$ cat src/rtl/array_mul_seq.sv
// Element-wise multiply sequencer: walks C[i] = A[i] * B[i] over a word-addressed memory.
// One element costs three cycles (read A, read B, write C); done pulses for one cycle at the end.
//
// state | meaning
// IDLE  | waiting for start, memory port quiet
// RD_A  | addressing A[i], capturing operand A
// RD_B  | addressing B[i], capturing truncated product
// WR_C  | writing product to C[i], advancing index
// DONE  | one-cycle completion pulse
module array_mul_seq #(
    parameter int ADDR_W = 16,
    parameter int DATA_W = 32,
    parameter int LEN_W  = 16
) (
    input  logic              clk,
    input  logic              reset,
    input  logic              start,
    input  logic [ADDR_W-1:0] base_a,
    input  logic [ADDR_W-1:0] base_b,
    input  logic [ADDR_W-1:0] base_c,
    input  logic [LEN_W-1:0]  len,
    output logic              busy,
    output logic              done,
    output logic              mem_write,
    output logic [ADDR_W-1:0] mem_addr,
    output logic [DATA_W-1:0] mem_datain,
    input  logic [DATA_W-1:0] mem_dataout
);

    typedef enum logic [2:0] {
        S_IDLE = 3'd0,
        S_RD_A = 3'd1,
        S_RD_B = 3'd2,
        S_WR_C = 3'd3,
        S_DONE = 3'd4
    } state_t;

    state_t              r_state;
    state_t              w_next;
    logic [ADDR_W-1:0]   r_base_a;
    logic [ADDR_W-1:0]   r_base_b;
    logic [ADDR_W-1:0]   r_base_c;
    logic [LEN_W-1:0]    r_len;
    logic [LEN_W-1:0]    r_idx;
    logic [DATA_W-1:0]   r_a;
    logic [DATA_W-1:0]   r_prod;
    logic [ADDR_W-1:0]   w_idx;
    logic                w_last;
    logic                w_accept;

    assign w_idx    = ADDR_W'(r_idx);
    assign w_last   = (r_idx == (r_len - LEN_W'(1)));
    assign w_accept = (r_state == S_IDLE) && start;

    always_ff @(posedge clk or negedge reset) begin
        if (!reset) begin
            r_state <= S_IDLE;
        end else begin
            r_state <= w_next;
        end
    end

    always_comb begin
        w_next = r_state;
        case (r_state)
            S_IDLE: begin
                if (start) begin
                    w_next = (len == '0) ? S_DONE : S_RD_A;
                end
            end
            S_RD_A:  w_next = S_RD_B;
            S_RD_B:  w_next = S_WR_C;
            S_WR_C:  w_next = w_last ? S_DONE : S_RD_A;
            S_DONE:  w_next = S_IDLE;
            default: w_next = S_IDLE;
        endcase
    end

    always_comb begin
        busy       = (r_state != S_IDLE);
        done       = (r_state == S_DONE);
        mem_write  = 1'b0;
        mem_addr   = '0;
        mem_datain = '0;
        case (r_state)
            S_RD_A: mem_addr = r_base_a + w_idx;
            S_RD_B: mem_addr = r_base_b + w_idx;
            S_WR_C: begin
                mem_addr   = r_base_c + w_idx;
                mem_datain = r_prod;
                mem_write  = 1'b1;
            end
            default: ;
        endcase
    end

    // Operands and bases are captured only on an accepted start, so input changes mid-run are invisible.
    always_ff @(posedge clk or negedge reset) begin
        if (!reset) begin
            r_base_a <= '0;
            r_base_b <= '0;
            r_base_c <= '0;
            r_len    <= '0;
            r_idx    <= '0;
            r_a      <= '0;
            r_prod   <= '0;
        end else begin
            if (w_accept) begin
                r_base_a <= base_a;
                r_base_b <= base_b;
                r_base_c <= base_c;
                r_len    <= len;
                r_idx    <= '0;
            end
            if (r_state == S_RD_A) begin
                r_a <= mem_dataout;
            end
            if (r_state == S_RD_B) begin
                r_prod <= r_a * mem_dataout;
            end
            if ((r_state == S_WR_C) && !w_last) begin
                r_idx <= r_idx + LEN_W'(1);
            end
        end
    end

endmodule

$ cat config.mk
export PLATFORM = sky130hd
export DESIGN_NAME = array_mul_seq
export DESIGN_NICKNAME = d
export VERILOG_FILES = /design/src/rtl/array_mul_seq.sv
export SDC_FILE = /design/constraint.sdc
export NUM_CORES = 1
export LEC_CHECK = 0
export CORE_UTILIZATION = 30
export DETAILED_ROUTE_END_ITERATION = 8
export PLACE_DENSITY_LB_ADDON = 0.15
export SYNTH_ARGS = -nofsm -noshare
export SYNTH_HDL_FRONTEND = slang
export SYNTH_SLANG_ARGS = --single-unit
export TNS_END_PERCENT = 50
$ cat constraint.sdc
create_clock -name clk -period 8.07 [get_ports clk]
set_clock_uncertainty 0.1 [all_clocks]
set_input_delay 0.807 -clock clk [delete_from_list [all_inputs] [get_ports clk]]
set_output_delay 0.807 -clock clk [all_outputs]
set_load 0.02 [all_outputs]
==> results of run 1 <==
cell type report:
class / instances / area, µm² / share of cell area [%]
Timing Repair Buffer: 289 / 2590 / 9.48
Multi-Input combinational cell: 1765 / 17600 / 64.5
Inverter: 425 / 1600 / 5.83
Clock buffer: 20 / 437 / 1.60
Sequential cell: 147 / 3680 / 13.5
Clock inverter: 11 / 106 / 0.389
Tap cell: 1040 / 1300 / 4.76
final timing paths:
check	cells past startpoint	endpoint	startpoint
worst max-delay path	22	r_prod[30]	mem_dataout[7]
worst min-delay path	1	r_base_a[6]	reset
worst max register to register	21	r_prod[30]	r_a[11]
worst min register to register	2	r_prod[15]	r_prod[15]
max in group asynchronous	2	r_a[3]	reset
min in group clk	2	r_prod[15]	r_prod[15]
worst max-delay path: cells and delay by family:
| kind | cells | cell delay (ns) |
|---|---|---|
| AOI/OAI and AO/OA | 5 | 1.18 |
| adders and majority gates | 9 | 4.20 |
| buffers and inverters | 5 | 1.14 |
| and+or+nand+nor | 3 | 0.72 |
cells by family (layout without fill, tap and decap cells):
group	after synthesis	count (layout)	synth area share [%]
fa+ha+maj	549	549	42.5
buf+inv	559	745	9.03
compound gates	172	172	4.86
mux	126	126	6.17
xor+xnor	113	113	4.29
flops	147	147	15.7
simple gates	805	805	17.5
per-layer routing:
layer / vias up / share of wire [%] / global-route usage (%)
met5: - / 0 / 0
met4: 0 / 2.2 / 4.64
met3: 78 / 3.3 / 2.69
met2: 268 / 51 / 32.2
met1: 8762 / 44 / 23.9
li1: 7925 / - / -
per-stage QoR:
step,cell area (µm²),std cells
2_1_floorplan,23400,2471
3_3_place_gp,26800,3666
3_5_place_dp,26800,3666
4_1_cts,27300,3697
5_1_grt,27400,3697
6_report,27400,3697
sequential cells by signal, indices dropped and copies added (netlist names):
signal,cells
r_a,32
r_len,16
r_base_c,16
r_prod,32
r_idx,16
r_state,3
r_base_b,16
r_base_a,16
cell usage in the layout, fill, tap and decap left out, types with 8 or more instances in the layout:
cell type and count:
a21o_1 13, a21oi_1 30, and2_1 282, and3_1 45, buf_4 136, clkbuf_16 17
clkdlybuf4s50_1 148, dfrtp_1 144, fa_1 409, ha_1 140, inv_1 425, mux2_2 95
mux2_4 8, mux2i_1 21, nand2_1 333, nand3_1 28, nand4_1 8, nor2_1 38
nor3_1 18, o21a_1 12, o21ai_0 48, or3_1 10, xnor2_1 79, xor2_1 33
==> results.json, run 1 <==
{
  "seq_area_frac_synth_pct": 15.7,
  "status": "complete, no violations",
  "area_growth_pct": 16.8,
  "hold_path.class": "input pin to async pin",
  "drc": 0,
  "worstPathRequired_ns": 8.36,
  "antenna_found_initial": 2,
  "diodes": 0,
  "period_minus_slack_ns": 7.76,
  "start_util_pct": 30.3,
  "rsz0062_at_grt": "false",
  "finalCritPeriodShare_pct": 96.2,
  "setup_ws_ns": 0.308,
  "grt_use_total_pct": 18.5,
  "firstDrtPassIters": 5,
  "synth_area_um2": 23400,
  "relSlewSlack_pct": 29.9,
  "cts_made_buffers": 17,
  "num_rows": 102,
  "coreArea_um2": 77300,
  "r2r_slack_ns": 0.65,
  "yosysMostFrequentCell": "inv_1",
  "setup_viol": 0,
  "fmax_ghz": 0.129,
  "yosysTopAreaCellShare_pct": 35.0,
  "critPathLaunchType": "input pin",
  "cts_tree": "done",
  "vias": 17000,
  "clkLatencyLatePin_ns": 0.46,
  "grt_pass1_vias": 19000,
  "grt_max_degree": 99,
  "synth_top_area_cell": "fa_1",
  "maxSlewViolCount": 0,
  "grt_pass1_wl_mm": 110,
  "drt_iter0_markers": 787,
  "ys_top_cells_by_count": "inv_1 (425), fa_1 (409), nand2_1 (333)",
  "synthTopCellsByArea": "fa_1 (35%), dfrtp_1 (16%), and2_1 (7.5%), ha_1 (7.5%), inv_1 (6.8%)",
  "yosysWarningCount": 0,
  "tightest_slew_ns": 1.05,
  "io_pins": 150,
  "pre_cts_ws_ns": -0.371,
  "fill_cells": 7965,
  "maxCapViolations": 0,
  "cts.path.max_buffers": 2,
  "die_area_um2": 79200,
  "io_buffer_count": 149,
  "setup.worst_path.end_class": "flop",
  "ys_ff_latch": 147,
  "worstPathCellList": "clkdlybuf4s50_1 -> buf_4 -> buf_4 -> and2_1 -> fa_1 -> fa_1 -> fa_1 -> inv_1 -> fa_1 -> inv_1 -> fa_1 -> fa_1 -> fa_1 -> fa_1 -> ha_1 -> o21a_1 -> a2111oi_2 -> o22ai_1 -> o2111ai_1 -> a21boi_0 -> or4_1 -> nand3_1",
  "gr-total-overflow": 0,
  "fin_setup_tns_ns": 0,
  "fin_nets": 3293,
  "gp_congestion": 0.861,
  "wirelength_mm": 69.7,
  "synth_flop_cell": "dfrtp_1",
  "final_antenna_net_count": 0,
  "critPathKind": "input pin to flop",
  "syn_area_per_cell_um2": 9.47,
  "async_reset_ff_share_pct": 100,
  "critPathSlowestCell": "clkdlybuf4s50_1",
  "ys_types": 67,
  "cts_hold_buf": 0,
  "path_max_fanout": 10,
  "syn_inst": 2471,
  "path_common_cell": "fa_1",
  "hold_ws_ns": 0.366,
  "dp_hpwl_mm": 57.8,
  "drive_gt1_share_pct": 11.3,
  "h-tree-depth": 4,
  "fp.dieW_um": 281,
  "clk_pin_slew_worst_paths_ns": 0.07,
  "crit_path_max_incr_delay_ns": 0.67,
  "vias_per_cell": 4.61,
  "cts_resized": 0,
  "hold_viol_final": 0,
  "synth-edff-count": 0,
  "clock-sinks": 147,
  "die_h_um": 281,
  "root_buffer": "clkbuf_16",
  "critPathArrivalTime_ns": 8.05,
  "final_core_util_pct": 35.4,
  "post_cts_buffers": 0,
  "detail_route.wl_per_cell_um": 18.8,
  "syn_nets": 3119
}
Power of run 1 is not shown: default switching activity piles up to over one toggle a cycle in this logic, so the estimate is an artifact.
==> run 2: changes to the inputs <==
- CAP_MARGIN: default -> 30
==> run 2 against run 1 <==
Wire length increased by 0.31%. Via count increased by 0.80%. Clock-buffer cell count decreased by 2. Global-route usage about the same. Fmax decreased by 0.27%. Worst hold slack got worse by 0.23 ns. Critical path type unchanged. Register-to-register slack got worse by 0.04 ns.
==> results.json, run 2 (synthesis gave the netlist of run 1 again) <==
{
  "hold_path.class": "input pin to async pin",
  "maxCapViolations": 0,
  "grt_pass1_wl_mm": 111,
  "cts_made_buffers": 17,
  "num_rows": 102,
  "setup.worst_path.end_class": "flop",
  "io_pins": 150,
  "post_cts_buffers": 0,
  "path_common_cell": "fa_1",
  "area_growth_pct": 17.2,
  "worst-path-buf-inv": 5,
  "coreArea_um2": 77300,
  "relSlewSlack_pct": 43.4,
  "worstPathCellList": "clkdlybuf4s50_1 -> buf_4 -> buf_4 -> and2_1 -> fa_1 -> fa_1 -> fa_1 -> inv_1 -> fa_1 -> inv_1 -> fa_1 -> fa_1 -> fa_1 -> fa_1 -> ha_1 -> o21a_1 -> a2111oi_2 -> o22ai_1 -> o2111ai_1 -> a21boi_0 -> or4_1 -> nand3_1",
  "period_minus_slack_ns": 7.78,
  "h-tree-depth": 4,
  "fin_nets": 3296,
  "fp.dieW_um": 281,
  "maxSlewViolCount": 0,
  "cts_tree": "done",
  "final_antenna_net_count": 0,
  "crit_path_max_incr_delay_ns": 0.66,
  "mostFrequentLayoutCells": "inv_1 (425), fa_1 (409), nand2_1 (333), and2_1 (282), clkdlybuf4s50_1 (148)",
  "start_util_pct": 30.3,
  "fill_cells": 7941,
  "critPathSlowestCell": "clkdlybuf4s50_1",
  "hold_viol_final": 0,
  "rsz0062_at_grt": "false",
  "crit_family": "adder cells",
  "fin_setup_tns_ns": 0,
  "drc": 0,
  "die_area_um2": 79200,
  "final_core_util_pct": 35.5,
  "root_buffer": "clkbuf_16",
  "grt_pass1_vias": 19000,
  "hold_ws_ns": 0.131,
  "critPathKind": "input pin to flop",
  "reg_top3": "r_a (32), r_prod (32)",
  "firstDrtPassIters": 5,
  "vias_per_cell": 4.64,
  "worstPathRequired_ns": 8.36,
  "die_h_um": 281,
  "drt_iter0_markers": 871,
  "drive_gt1_share_pct": 11.5,
  "antenna_found_initial": 1,
  "finalCritPeriodShare_pct": 96.4,
  "wirelength_mm": 69.9,
  "dp_hpwl_mm": 57.8,
  "detail_route.wl_per_cell_um": 18.9,
  "gr-total-overflow": 0,
  "status": "complete, no violations",
  "grt_max_degree": 99,
  "final_common_cell": "inv_1",
  "path_max_fanout": 10,
  "crit_cells": 22,
  "grt_use_total_pct": 18.5,
  "rr_worst_depth": 21,
  "vias": 17200,
  "cts.path.max_buffers": 2,
  "clkLatencyLatePin_ns": 0.46,
  "io_buffer_count": 149,
  "critPathLaunchType": "input pin",
  "fmax_ghz": 0.128,
  "critPathArrivalTime_ns": 8.08,
  "clock-sinks": 147,
  "tightest_slew_ns": 0.849,
  "setup_viol": 0,
  "clk_pin_slew_worst_paths_ns": 0.08,
  "gp_congestion": 0.861
}
## run 2: changes by cell type in the layout (fill, tap and decap cells not counted)
cell	before	now
diode_2	0	1
buf_6	1	2
buf_16	0	1
inv_6	2	4
clkinv_2	3	2
clkinv_8	0	1
clkinv_4	2	1
bufinv_16	1	0
buf_12	4	5
inv_8	1	2
clkbuf_1	3	0
clkbuf_8	0	1
clkinvlp_4	2	4
## run 2: metrics by stage
step | instance area [µm²] | instances | setup WS (ns)
after floorplan | 23400 | 2471 | 0.665
after global placement | 26800 | 3666 | -0.269
after detailed placement | 26800 | 3667 | -0.343
after CTS | 27400 | 3699 | 0.146
after global routing | 27400 | 3701 | 0.0727
final | 27400 | 3702 | 0.287
## run 2: cell type report
| cell class | instances | area (µm²) | area share, % |
|---|---|---|---|
| clock inverters | 14 | 123 | 0.447 |
| repair buffers | 292 | 2650 | 9.67 |
| well taps | 1040 | 1300 | 4.74 |
| inverters | 425 | 1600 | 5.82 |
| multi-input cells | 1765 | 17600 | 64.3 |
| flip-flops and latches | 147 | 3680 | 13.4 |
| diodes | 1 | 2.50 | 0.00912 |
| clock buffers | 18 | 439 | 1.60 |
## run 2: metal layers
layer  up-vias  wire (µm)  track usage (%)
li1       7936          -                -
met3        75       2220             2.61
met5         -          0                0
met4         0       1500             4.33
met1      8887      30800             23.9
met2       272      35400             32.5
## run 2: what timing repair did
action	4_1_cts	5_1_grt
endpoints found under the hold margin	0	0
endpoints found under the setup margin	0	1
hold buffers	0	0
resized for setup	0	2
## run 2: path summary, 6_finish.rpt
| path | end | from | slack [ns] |
|---|---|---|---|
| max | r_prod[30] | mem_dataout[7] | 0.29 |
| min | r_base_c[6] | reset | 0.13 |
| max reg2reg | r_prod[30] | r_a[11] | 0.61 |
| min reg2reg | r_prod[0] | r_prod[0] | 0.37 |
| max in group asynchronous | r_a[3] | reset | 6.58 |
| min in group clk | r_prod[0] | r_prod[0] | 0.37 |
Power of run 2 is left out for the same reason.
